### src/rtl/dmem_arbiter_if.sv
// Requester and data-memory signal bundle for dmem_arbiter.
// slave = arbiter view; master = requesters plus dmem model view.
interface dmem_arbiter_if #(
    parameter int unsigned ADDR_W = 8,
    parameter int unsigned DATA_W = 16
);
    logic              m0_req;
    logic              m0_we;
    logic [ADDR_W-1:0] m0_addr;
    logic [DATA_W-1:0] m0_wdata;
    logic              m0_ack;
    logic [DATA_W-1:0] m0_rdata;

    logic              m1_req;
    logic              m1_we;
    logic [ADDR_W-1:0] m1_addr;
    logic [DATA_W-1:0] m1_wdata;
    logic              m1_ack;
    logic [DATA_W-1:0] m1_rdata;

    logic              ram_ena;
    logic              wena;
    logic [ADDR_W-1:0] addr;
    logic [DATA_W-1:0] data_in;
    logic [DATA_W-1:0] ram_rdata;

    modport slave (
        input  m0_req, m0_we, m0_addr, m0_wdata,
        input  m1_req, m1_we, m1_addr, m1_wdata,
        input  ram_rdata,
        output m0_ack, m0_rdata, m1_ack, m1_rdata,
        output ram_ena, wena, addr, data_in
    );

    modport master (
        output m0_req, m0_we, m0_addr, m0_wdata,
        output m1_req, m1_we, m1_addr, m1_wdata,
        output ram_rdata,
        input  m0_ack, m0_rdata, m1_ack, m1_rdata,
        input  ram_ena, wena, addr, data_in
    );
endinterface

### src/rtl/dmem_arbiter.sv
// Two-port round-robin arbiter in front of the single-port data memory.
// One latched transaction at a time: IDLE -> ACCESS (one memory cycle) -> DONE (ack).
module dmem_arbiter #(
    parameter int unsigned ADDR_W = 8,
    parameter int unsigned DATA_W = 16
) (
    input  logic             clk,
    input  logic             rst_n,
    dmem_arbiter_if.slave    bus
);

    typedef enum logic [1:0] {
        IDLE   = 2'd0,
        ACCESS = 2'd1,
        DONE   = 2'd2
    } state_e;

    state_e            state_q;
    logic              prio_q;      // 0 = m0 favoured, 1 = m1 favoured
    logic              win_q;       // port owning the in-flight transaction
    logic              we_q;
    logic [ADDR_W-1:0] addr_q;
    logic [DATA_W-1:0] wdata_q;
    logic              ram_ena_q;
    logic              wena_q;
    logic              ack0_q;
    logic              ack1_q;
    logic [DATA_W-1:0] rdata0_q;
    logic [DATA_W-1:0] rdata1_q;

    logic              any_req_c;
    logic              grant_c;
    logic              sel_we_c;
    logic [ADDR_W-1:0] sel_addr_c;
    logic [DATA_W-1:0] sel_wdata_c;

    // Winner selection: a lone requester wins, ties go to the favoured port.
    always_comb begin
        any_req_c   = bus.m0_req | bus.m1_req;
        grant_c     = (bus.m0_req && bus.m1_req) ? prio_q : bus.m1_req;
        sel_we_c    = grant_c ? bus.m1_we    : bus.m0_we;
        sel_addr_c  = grant_c ? bus.m1_addr  : bus.m0_addr;
        sel_wdata_c = grant_c ? bus.m1_wdata : bus.m0_wdata;
    end

    always_ff @(posedge clk or negedge rst_n) begin
        if (!rst_n) begin
            state_q   <= IDLE;
            prio_q    <= 1'b0;
            win_q     <= 1'b0;
            we_q      <= 1'b0;
            addr_q    <= '0;
            wdata_q   <= '0;
            ram_ena_q <= 1'b0;
            wena_q    <= 1'b0;
            ack0_q    <= 1'b0;
            ack1_q    <= 1'b0;
            rdata0_q  <= '0;
            rdata1_q  <= '0;
        end else begin
            ack0_q    <= 1'b0;
            ack1_q    <= 1'b0;
            ram_ena_q <= 1'b0;
            wena_q    <= 1'b0;
            case (state_q)
                IDLE: begin
                    if (any_req_c) begin
                        win_q     <= grant_c;
                        prio_q    <= ~grant_c;
                        we_q      <= sel_we_c;
                        addr_q    <= sel_addr_c;
                        wdata_q   <= sel_wdata_c;
                        ram_ena_q <= 1'b1;
                        wena_q    <= sel_we_c;
                        state_q   <= ACCESS;
                    end
                end
                ACCESS: begin
                    // Memory read is combinational; capture at the edge closing ACCESS.
                    if (!we_q) begin
                        if (win_q) rdata1_q <= bus.ram_rdata;
                        else       rdata0_q <= bus.ram_rdata;
                    end
                    if (win_q) ack1_q <= 1'b1;
                    else       ack0_q <= 1'b1;
                    state_q <= DONE;
                end
                DONE: begin
                    state_q <= IDLE;
                end
                default: begin
                    state_q <= IDLE;
                end
            endcase
        end
    end

    // addr/data_in come straight from the latched request so they hold between accesses.
    assign bus.ram_ena  = ram_ena_q;
    assign bus.wena     = wena_q;
    assign bus.addr     = addr_q;
    assign bus.data_in  = wdata_q;
    assign bus.m0_ack   = ack0_q;
    assign bus.m1_ack   = ack1_q;
    assign bus.m0_rdata = rdata0_q;
    assign bus.m1_rdata = rdata1_q;

endmodule

### src/flat_wrapper.sv
// flat-port wrapper written by rule: the top's interface ports become plain ports
module dmem_arbiter_flat 
#(
    parameter int unsigned ADDR_W = 8,
    parameter int unsigned DATA_W = 16
)
  (clk, rst_n, bus_m0_req, bus_m0_we, bus_m0_addr, bus_m0_wdata, bus_m1_req, bus_m1_we, bus_m1_addr, bus_m1_wdata, bus_ram_rdata, bus_m0_ack, bus_m0_rdata, bus_m1_ack, bus_m1_rdata, bus_ram_ena, bus_wena, bus_addr, bus_data_in);
  dmem_arbiter_if #(.ADDR_W(ADDR_W), .DATA_W(DATA_W)) bus_i ();
  input  logic clk;
  input  logic rst_n;
  input wire logic [$bits(bus_i.m0_req)-1:0] bus_m0_req;
  input wire logic [$bits(bus_i.m0_we)-1:0] bus_m0_we;
  input wire logic [$bits(bus_i.m0_addr)-1:0] bus_m0_addr;
  input wire logic [$bits(bus_i.m0_wdata)-1:0] bus_m0_wdata;
  input wire logic [$bits(bus_i.m1_req)-1:0] bus_m1_req;
  input wire logic [$bits(bus_i.m1_we)-1:0] bus_m1_we;
  input wire logic [$bits(bus_i.m1_addr)-1:0] bus_m1_addr;
  input wire logic [$bits(bus_i.m1_wdata)-1:0] bus_m1_wdata;
  input wire logic [$bits(bus_i.ram_rdata)-1:0] bus_ram_rdata;
  output wire logic [$bits(bus_i.m0_ack)-1:0] bus_m0_ack;
  output wire logic [$bits(bus_i.m0_rdata)-1:0] bus_m0_rdata;
  output wire logic [$bits(bus_i.m1_ack)-1:0] bus_m1_ack;
  output wire logic [$bits(bus_i.m1_rdata)-1:0] bus_m1_rdata;
  output wire logic [$bits(bus_i.ram_ena)-1:0] bus_ram_ena;
  output wire logic [$bits(bus_i.wena)-1:0] bus_wena;
  output wire logic [$bits(bus_i.addr)-1:0] bus_addr;
  output wire logic [$bits(bus_i.data_in)-1:0] bus_data_in;
  assign bus_i.m0_req = bus_m0_req;
  assign bus_i.m0_we = bus_m0_we;
  assign bus_i.m0_addr = bus_m0_addr;
  assign bus_i.m0_wdata = bus_m0_wdata;
  assign bus_i.m1_req = bus_m1_req;
  assign bus_i.m1_we = bus_m1_we;
  assign bus_i.m1_addr = bus_m1_addr;
  assign bus_i.m1_wdata = bus_m1_wdata;
  assign bus_i.ram_rdata = bus_ram_rdata;
  assign bus_m0_ack = bus_i.m0_ack;
  assign bus_m0_rdata = bus_i.m0_rdata;
  assign bus_m1_ack = bus_i.m1_ack;
  assign bus_m1_rdata = bus_i.m1_rdata;
  assign bus_ram_ena = bus_i.ram_ena;
  assign bus_wena = bus_i.wena;
  assign bus_addr = bus_i.addr;
  assign bus_data_in = bus_i.data_in;
  dmem_arbiter #(.ADDR_W(ADDR_W), .DATA_W(DATA_W)) u_core (.clk(clk), .rst_n(rst_n), .bus(bus_i));
endmodule
### config.mk
export PLATFORM = sky130hd
export DESIGN_NAME = dmem_arbiter_flat
export DESIGN_NICKNAME = d
export VERILOG_FILES = /design/src/rtl/dmem_arbiter_if.sv /design/src/rtl/dmem_arbiter.sv /design/src/flat_wrapper.sv
export SDC_FILE = /design/constraint.sdc
export NUM_CORES = 1
export LEC_CHECK = 0
export BUFFER_PORTS_ARGS = -buffer_cell sky130_fd_sc_hd__buf_4
export CAP_MARGIN = 20
export CORE_MARGIN = 2
export CORE_UTILIZATION = 46
export CTS_CLUSTER_SIZE = 25
export DETAILED_ROUTE_END_ITERATION = 8
export PLACE_DENSITY_LB_ADDON = 0.3
export SLEW_MARGIN = 20
export SYNTH_ARGS = -nofsm -noshare
export SYNTH_HDL_FRONTEND = slang
export SYNTH_SLANG_ARGS = --single-unit
### constraint.sdc
create_clock -name clk -period 2.3 [get_ports clk]
set_clock_uncertainty 0.2 [all_clocks]
set_input_delay 0.23 -clock clk [delete_from_list [all_inputs] [get_ports clk]]
set_output_delay 0.23 -clock clk [all_outputs]
set_load 0.01 [all_outputs]
---- Word-level counts from Yosys, hierarchy flattened ----
Cells that the tools add are included.
storage, ports and cells
  register bits ........................... 65
  output and inout port bits .............. 60
  logic and storage cells ................. 37
operators by class
  equality and inequality tests ........... 2
  mux-type cells .......................... 14
  bitwise operators ....................... 4
  reductions and logical operators ........ 5
operator list
  operator                                                          number
  16-bit two-way mux                                                1
  1-bit two-way mux                                                 10
  8-bit two-way mux                                                 1
  3-bit AND reduction                                               2
  2-bit one-hot mux with 2 select lines                             1
  1-bit inverter                                                    3
  2-bit by 1-bit == test with 1-bit output (second input constant)  1
  2-bit logical NOT                                                 1
  2-bit two-way mux                                                 1
  2-bit by 1-bit != test with 1-bit output (second input constant)  1
  2-bit AND reduction                                               1
  1-bit logical AND                                                 1
  1-bit bitwise OR                                                  1

---- Depth between registers and ports, before layout ----
Gate-level depths: netlist of run 1.
  word-level depth ........................ 5
  depth in mapped cells ................... 5

---- Worst setup path after synthesis of run 1 ----
OpenSTA, ideal clock, no wires.
  kind .................................... register to register
  start ................................... register u_core.state_q[1]
  end ..................................... register u_core.rdata0_q[0], in the netlist u_core.bus.m0_rdata[0]
  library setup time ...................... 0.127 ns
  data arrival time ....................... 1.352 ns
  path slack .............................. 0.621 ns
  cell stages (with the launch flop) ...... 5
  buffers on the path ..................... 1
  period minus slack after synthesis ...... 1.679 ns
  path through ............................ dfrtp_1 nand2b_2 nor3_4 buf_6 mux2_1
on the way
  word-level cells in the longest chain between the ends .. 2
ends and longest elaborated chain
  element                                   line                text
  start, declared                           dmem_arbiter.sv:18  state_e state_q;
  start signal, assigned                    dmem_arbiter.sv:48  state_q <= IDLE;
  start signal, assigned                    dmem_arbiter.sv:75  state_q <= ACCESS;
  start signal, assigned                    dmem_arbiter.sv:86  state_q <= DONE;
  2-bit by 1-bit == test with 1-bit output  dmem_arbiter.sv:65  case (state_q)
  3-bit AND reduction (no source line)      n/a
  end signal, assigned                      dmem_arbiter.sv:82  else rdata0_q <= bus.ram_rdata;
  end, declared                             dmem_arbiter.sv:28  logic [DATA_W-1:0] rdata0_q;
Every way passes these cells.
A chain may end at the register's enable or synchronous reset.

---- Worst setup path after layout of run 1 ----
  start ................................... register u_core.state_q[1]
  end ..................................... register u_core.rdata1_q[3], in the netlist u_core.bus.m1_rdata[3]
on the way
  word-level cells in the longest chain between the ends .. 2
ends and longest elaborated chain
  element                                   line                text
  2-bit by 1-bit == test with 1-bit output  dmem_arbiter.sv:65
  3-bit AND reduction (no source line)      n/a
  end signal, assigned                      dmem_arbiter.sv:81  if (win_q) rdata1_q <= bus.ram_rdata;
  end, declared                             dmem_arbiter.sv:29  logic [DATA_W-1:0] rdata1_q;
Every way passes these cells.

==> flow_summary_export.csv, run 1 <==
group,metric,value,unit
final_layout,areaGrowthSynthToFinish,60.1,%
yosys,synth_area_leaders,"dfrtp_1, a221o_1, and3_1, mux2_4, mux2_2",
timing,finalSetupTns,0,ps
yosys,synth_ff_type,"dfrtp_1",
power,powerDensity,1270,nW/µm²
routing,vias,2205,
timing,min_period,1750,ps
worst_setup_path,reg2reg_from,"u_core.state_q[1]",
final_layout,nets,423,
grt,grt_usage,23.8,%
run,cap_viol_max_count,0,
worst_setup_path,r2r_slack,550,ps
worst_setup_path,critPathArrivalTime,1760,ps
yosys,syn_area_per_cell,15.1,µm²
floorplanning,core_area,5540,µm²
yosys,synth_commonest_cells,"dfrtp_1, and3_1, a221o_1, mux2_2",
yosys,yosysSeqAreaShare,61.1,%
placed_design,gp_congestion,0.775,
timing,slew_headroom,46.2,%
floorplanning,die_w,80.1,µm
grt,gr-total-overflow,0,
clocking,h-tree-depth,3,
worst_setup_path,critPathKind,"register to register",
yosys,synth_nets,246,
clocking,cts_buffer_depth,2,
worst_setup_path,critPathCaptureType,"register",
routing,post-route-drc-count,0,
final_layout,num-fill-cells,354,
worst_setup_path,setup.worst_path.start,"u_core.state_q[1]",
routing,via_per_inst,5.16,
power,ir_drop,692,µV
timing,slew_viol_final,0,
floorplanning,start_util,48.1,%
worst_setup_path,reg2regPathDepth,4,
clocking,clockRootBuffer,"clkbuf_8",
grt,grt_pass1_vias,2349,
worst_setup_path,r2r_end,"u_core.bus.m1_rdata[3]",
yosys,ys_ff_latch,65,
power,power.total,0.00542,W
timing,tightest_slew,807,ps
clocking,numCtsBuffers,9,
timing,hold_violations,0,
worst_setup_path,crit_path_end,"u_core.bus.m1_rdata[3]",
clocking,worstSkewPairLatency,330,ps
grt,grt_antenna_before_repair,0,
floorplanning,fp-row-count,27,
yosys,yosys.area.top_type_share,61.1,%
clocking,path_clk_slew,60,ps
yosys,netlist_area,2660,µm²
routing,drt_iter0_markers,91,
routing,dr.pass1.iters,4,
placed_design,hpwl,4390,µm
timing,finalCritPeriodShare,75.9,%
yosys,async_flop_share,100,%
grt,grt_pass1_wl,11500,µm
worst_setup_path,cp_data_required_time,2320,ps
clocking,cts_tree,"done",
yosys,ys_types,22,
floorplanning,die_area,6420,µm²
clocking,cts_sinks,65,
final_layout,n_antenna_cell,0,
grt,grt_max_degree,66,
routing,avgRoutedWirePerCell,16.5,µm
floorplanning,io_pins,130,
routing,drtAntennaViolNets,0,
yosys,synthMostInstantiatedCell,"dfrtp_1",
yosys,synth_edf_count,0,
floorplanning,die_h,80.1,µm
timing,setup_viol,0,
worst_setup_path,cp_max_fo,16,
routing,routed_wl,7060,µm
timing,whs,22.1,ps
power,p_leak,2.18,nW
yosys,synth_cells,176,
timing,rsz0062_at_grt,"false",
worst_hold_path,min_path_type,"primary input to register",
final_layout,drive_gt1_share,49.6,%
clocking,post_cts_buffers,0,
worst_setup_path,critPathLaunchType,"register",
run_status,outcome,"finished clean",
yosys,yosys.area.top_type,"dfrtp_1",
placed_design,port_buffers,129,
yosys,yosysWarnings,0,
timing,max_clock_freq,572,MHz
[area by class of cell]
class,instances,area [µm²],area share [%]
Clock buffer,13,169,3.96
Inverter,3,11.3,0.264
Multi-Input combinational cell,95,920,21.6
Sequential cell,65,1630,38.1
Tap cell,72,90.1,2.11
Timing Repair Buffer,179,1450,34.0
[sequential cells by signal, indices dropped and copies added (netlist names)]
signal and count:
u_core.bus.data_in 16, u_core.bus.m0_rdata 16, u_core.bus.m1_rdata 16, u_core.bus.addr 8, u_core.state_q 2, u_core.bus.m0_ack 1, u_core.bus.m1_ack 1, u_core.bus.ram_ena 1
u_core.bus.wena 1, u_core.prio_q 1, u_core.we_q 1, u_core.win_q 1
[report_power, final]
| part | leakage [nW] | internal [W] | switching (W) |
|---|---|---|---|
| Clock | 0.0875 | 0.000462 | 0.000381 |
| Sequential | 0.792 | 0.00172 | 0.000358 |
| Combinational | 1.30 | 0.00146 | 0.00105 |
[worst min-delay path by stage]
stage	start	end	slack [ps]	cells past startpoint
floorplan	rst_n	u_core.bus.addr[0]	-270	0
global placement	rst_n	u_core.bus.m0_rdata[0]	170	1
detailed placement	rst_n	u_core.bus.m1_rdata[0]	170	1
CTS	bus_m0_wdata[8]	u_core.bus.data_in[8]	8	3
global route	bus_m0_addr[1]	u_core.bus.addr[1]	20	3
finish	bus_m0_addr[5]	u_core.bus.addr[5]	20	3
[per-layer routing]
metal  vias to the layer above  routed length, µm  track usage [%]
li1                       1010                  -                -
met1                      1069               2930             29.9
met2                       112               3450             38.2
met3                        14                539             6.97
met4                         0                150             10.8
met5                         -                  0                0
[cells by family (layout without fill, tap and decap cells)]
family                 after synthesis  in the layout  synth area share [%]
flip-flops                          65             65                  61.1
AO/OA/AOI/OAI                       30             30                  10.9
multiplexers                        32             32                  14.9
buffers and inverters               16            195                  4.41
AND/OR/NAND/NOR                     33             33                  8.69
[timing repair]
action,in CTS,in global routing
hold buffers,42,0
gates resized for setup,0,0
endpoints found under the hold margin,123,0
[metrics by stage]
step / area (µm²) / util, % / std cells / setup slack [ps]
floorplan: 2660 / - / 176 / 621
global placement: 3680 / 66.4 / 372 / 590
detailed placement: 3680 / 66.4 / 372 / 549
CTS: 4270 / 77.0 / 427 / 542
global route: 4270 / 77.0 / 427 / 472
finish: 4270 / 77.0 / 427 / 553
[critical path: stages (launching register included)]
cell and delay [ps]:
dfrtp_1 410, and3b_1 230, nor2b_4 130, buf_4 280, mux2_2 380
[placed cells by master (no fill, tap or decap), types with 2 or more instances in the layout]
master and count:
a21o_1 2, a221o_1 25, and3_1 26, buf_4 137, clkbuf_8 12, dfrtp_1 65, dlygate4sd3_1 42, inv_1 3
mux2_1 10, mux2_2 12, mux2_4 10
Power figures use the tool's default switching activity.
==> inputs of run 2 (changes only) <==
CORE_UTILIZATION = 41   (was 46)
clock period = 1.5 ns   (was 2.3 ns; I/O delays follow)
==> run 2 against run 1 <==
Compared with the run above: the flow now finishes with violations (negative setup slack); sequential cell count stayed put; worst hold slack better by 9.3 ps; sequential share of layout area is 4.4 points lower; setup slack worse by 670 ps; design area is 13% higher; via count is 12% higher; routed wire length is 22% higher; critical path depth stayed put; critical endpoint is now u_core.bus.m1_rdata[13]; first-iteration DRC count is 6.6% lower; global-route usage is 1.4 points lower; cell count is 11% higher.
==> flow_summary_export.csv, run 2 (synthesis gave the netlist of run 1 again) <==
group,metric,value,unit
run_status,violations,"negative setup slack",
worst_setup_path,critPathArrivalTime,1630,ps
final_layout,areaGrowthSynthToFinish,81.2,%
final_layout,n_antenna_cell,0,
worst_setup_path,setup.worst_path.start,"u_core.state_q[1]",
run_status,outcome,"finished with violations",
routing,drtAntennaViolNets,0,
placed_design,port_buffers,129,
timing,rsz0062_at_grt,"true",
worst_setup_path,reg2regPathDepth,4,
grt,grt_usage,22.4,%
placed_design,hpwl,4690,µm
final_layout,final_cell_mix,"buf_4, dlygate4sd3_1, dfrtp_1",
clocking,cts_sinks,65,
worst_setup_path,cp_data_required_time,1510,ps
worst_setup_path,cp_max_fo,16,
routing,via_per_inst,5.22,
timing,finalCritPeriodShare,108,%
timing,fin_ws,-118,ps
final_layout,drive_gt1_share,49.6,%
final_layout,fin_cells,474,
clocking,worstSkewPairLatency,330,ps
grt,grt_max_degree,42,
power,ir_drop,1330,µV
clocking,cts_buffer_depth,2,
clocking,numCtsBuffers,9,
clocking,h-tree-depth,3,
grt,grt_pass1_vias,2609,
grt,grt_pass1_wl,12600,µm
grt,grt_antenna_before_repair,0,
floorplanning,fp-row-count,29,
placed_design,dpl-instance-area,3810,µm²
final_layout,fin_area,4830,µm²
routing,post-route-drc-count,0,
worst_setup_path,r2r_end,"u_core.bus.m1_rdata[13]",
floorplanning,die_area,7160,µm²
timing,setup_viol,57,
worst_setup_path,reg2reg_from,"u_core.state_q[1]",
routing,routed_wl,8620,µm
final_layout,mostFrequentLayoutCell,"buf_4",
run,cap_viol_max_count,0,
floorplanning,io_pins,130,
routing,dr.pass1.iters,4,
routing,drt_iter0_markers,85,
floorplanning,start_util,42.2,%
power,p_leak,2.44,nW
timing,slew_viol_final,0,
final_layout,num-fill-cells,381,
clocking,clockRootBuffer,"clkbuf_8",
timing,slew_headroom,76.7,%
placed_design,dp_cells,383,
grt,gr-total-overflow,0,
clocking,path_clk_slew,60,ps
timing,max_clock_freq,618,MHz
timing,min_period,1620,ps
timing,hold_violations,0,
worst_hold_path,min_path_type,"primary input to register",
placed_design,gp_congestion,0.730,
worst_setup_path,r2r_slack,-120,ps
worst_setup_path,critPathCaptureType,"register",
routing,avgRoutedWirePerCell,18.2,µm
floorplanning,die_w,84.6,µm
final_layout,nets,462,
worst_setup_path,critPathLaunchType,"register",
floorplanning,core_area,6310,µm²
floorplanning,die_h,84.6,µm
clocking,cts_tree,"done",
power,powerDensity,1970,nW/µm²
routing,vias,2473,
timing,tightest_slew,350,ps
worst_setup_path,critPathKind,"register to register",
worst_setup_path,crit_path_end,"u_core.bus.m1_rdata[13]",
-- run 2: area by class of cell --
type / count / area, µm² / share of cell area, %
Clock buffer: 14 / 163 / 3.37
Sequential cell: 65 / 1630 / 33.7
Tap cell: 77 / 96.3 / 2.00
Timing Repair Buffer: 215 / 1840 / 38.2
Multi-Input combinational cell: 98 / 1030 / 21.3
Inverter: 3 / 11.3 / 0.233
Clock inverter: 2 / 60.1 / 1.24
-- run 2: worst min path at each step --
stage,from,to,slack (ps),cells past startpoint
finish,bus_m1_req,u_core.bus.ram_ena,30,4
global route,bus_m1_req,u_core.bus.ram_ena,40,4
CTS,bus_m0_req,u_core.state_q[0],6,4
detailed placement,rst_n,u_core.bus.m0_rdata[3],-120,1
global placement,rst_n,u_core.bus.m0_rdata[3],-130,1
floorplan,rst_n,u_core.bus.addr[0],-350,0
-- run 2: critical path, stage by stage (launching register included) --
cell and delay [ps]:
dfrtp_1 400, and3b_1 230, nor2b_4 160, buf_12 180, mux2_4 320
-- run 2: where the power goes --
group / switching, W / total [W] / internal, W
combinational: 0.00185 / 0.00463 / 0.00278
sequential: 0.000573 / 0.00321 / 0.00263
clock: 0.000634 / 0.00166 / 0.00103
total: 0.00305 / 0.00950 / 0.00644
-- run 2: metrics by stage --
| stage | TNS, ps | util, % | hold slack (ps) | worst slack [ps] | total power [W] |
|---|---|---|---|---|---|
| floorplan | -3980 | - | -346 | -174 | 0.00532 |
| global placement | -3090 | 60.3 | -126 | -82.5 | 0.00711 |
| detailed placement | -4590 | 60.3 | -116 | -120 | 0.00724 |
| CTS | -4300 | 74.9 | 5.53 | -95.9 | 0.00913 |
| global route | -7200 | 76.5 | 41.9 | -157 | 0.00998 |
| finish | -4670 | 76.5 | 31.4 | -118 | 0.00950 |
-- run 2: layer usage --
layer	up-vias	wire length [µm]	global-route usage (%)
li1	1105	-	-
met3	23	790	7.28
met4	0	229	8.37
met5	-	0	0
met2	149	4180	37.8
met1	1196	3420	26.9
-- run 2: timing repair --
item | 4_1_cts | 5_1_grt
resized for setup | 7 | 9
pin swaps | 0 | 3
buffers inserted | 0 | 5
hold buffers | 67 | 1
cloned | 0 | 3
setup endpoints to repair | 57 | 60
endpoints found under the hold margin | 123 | 1
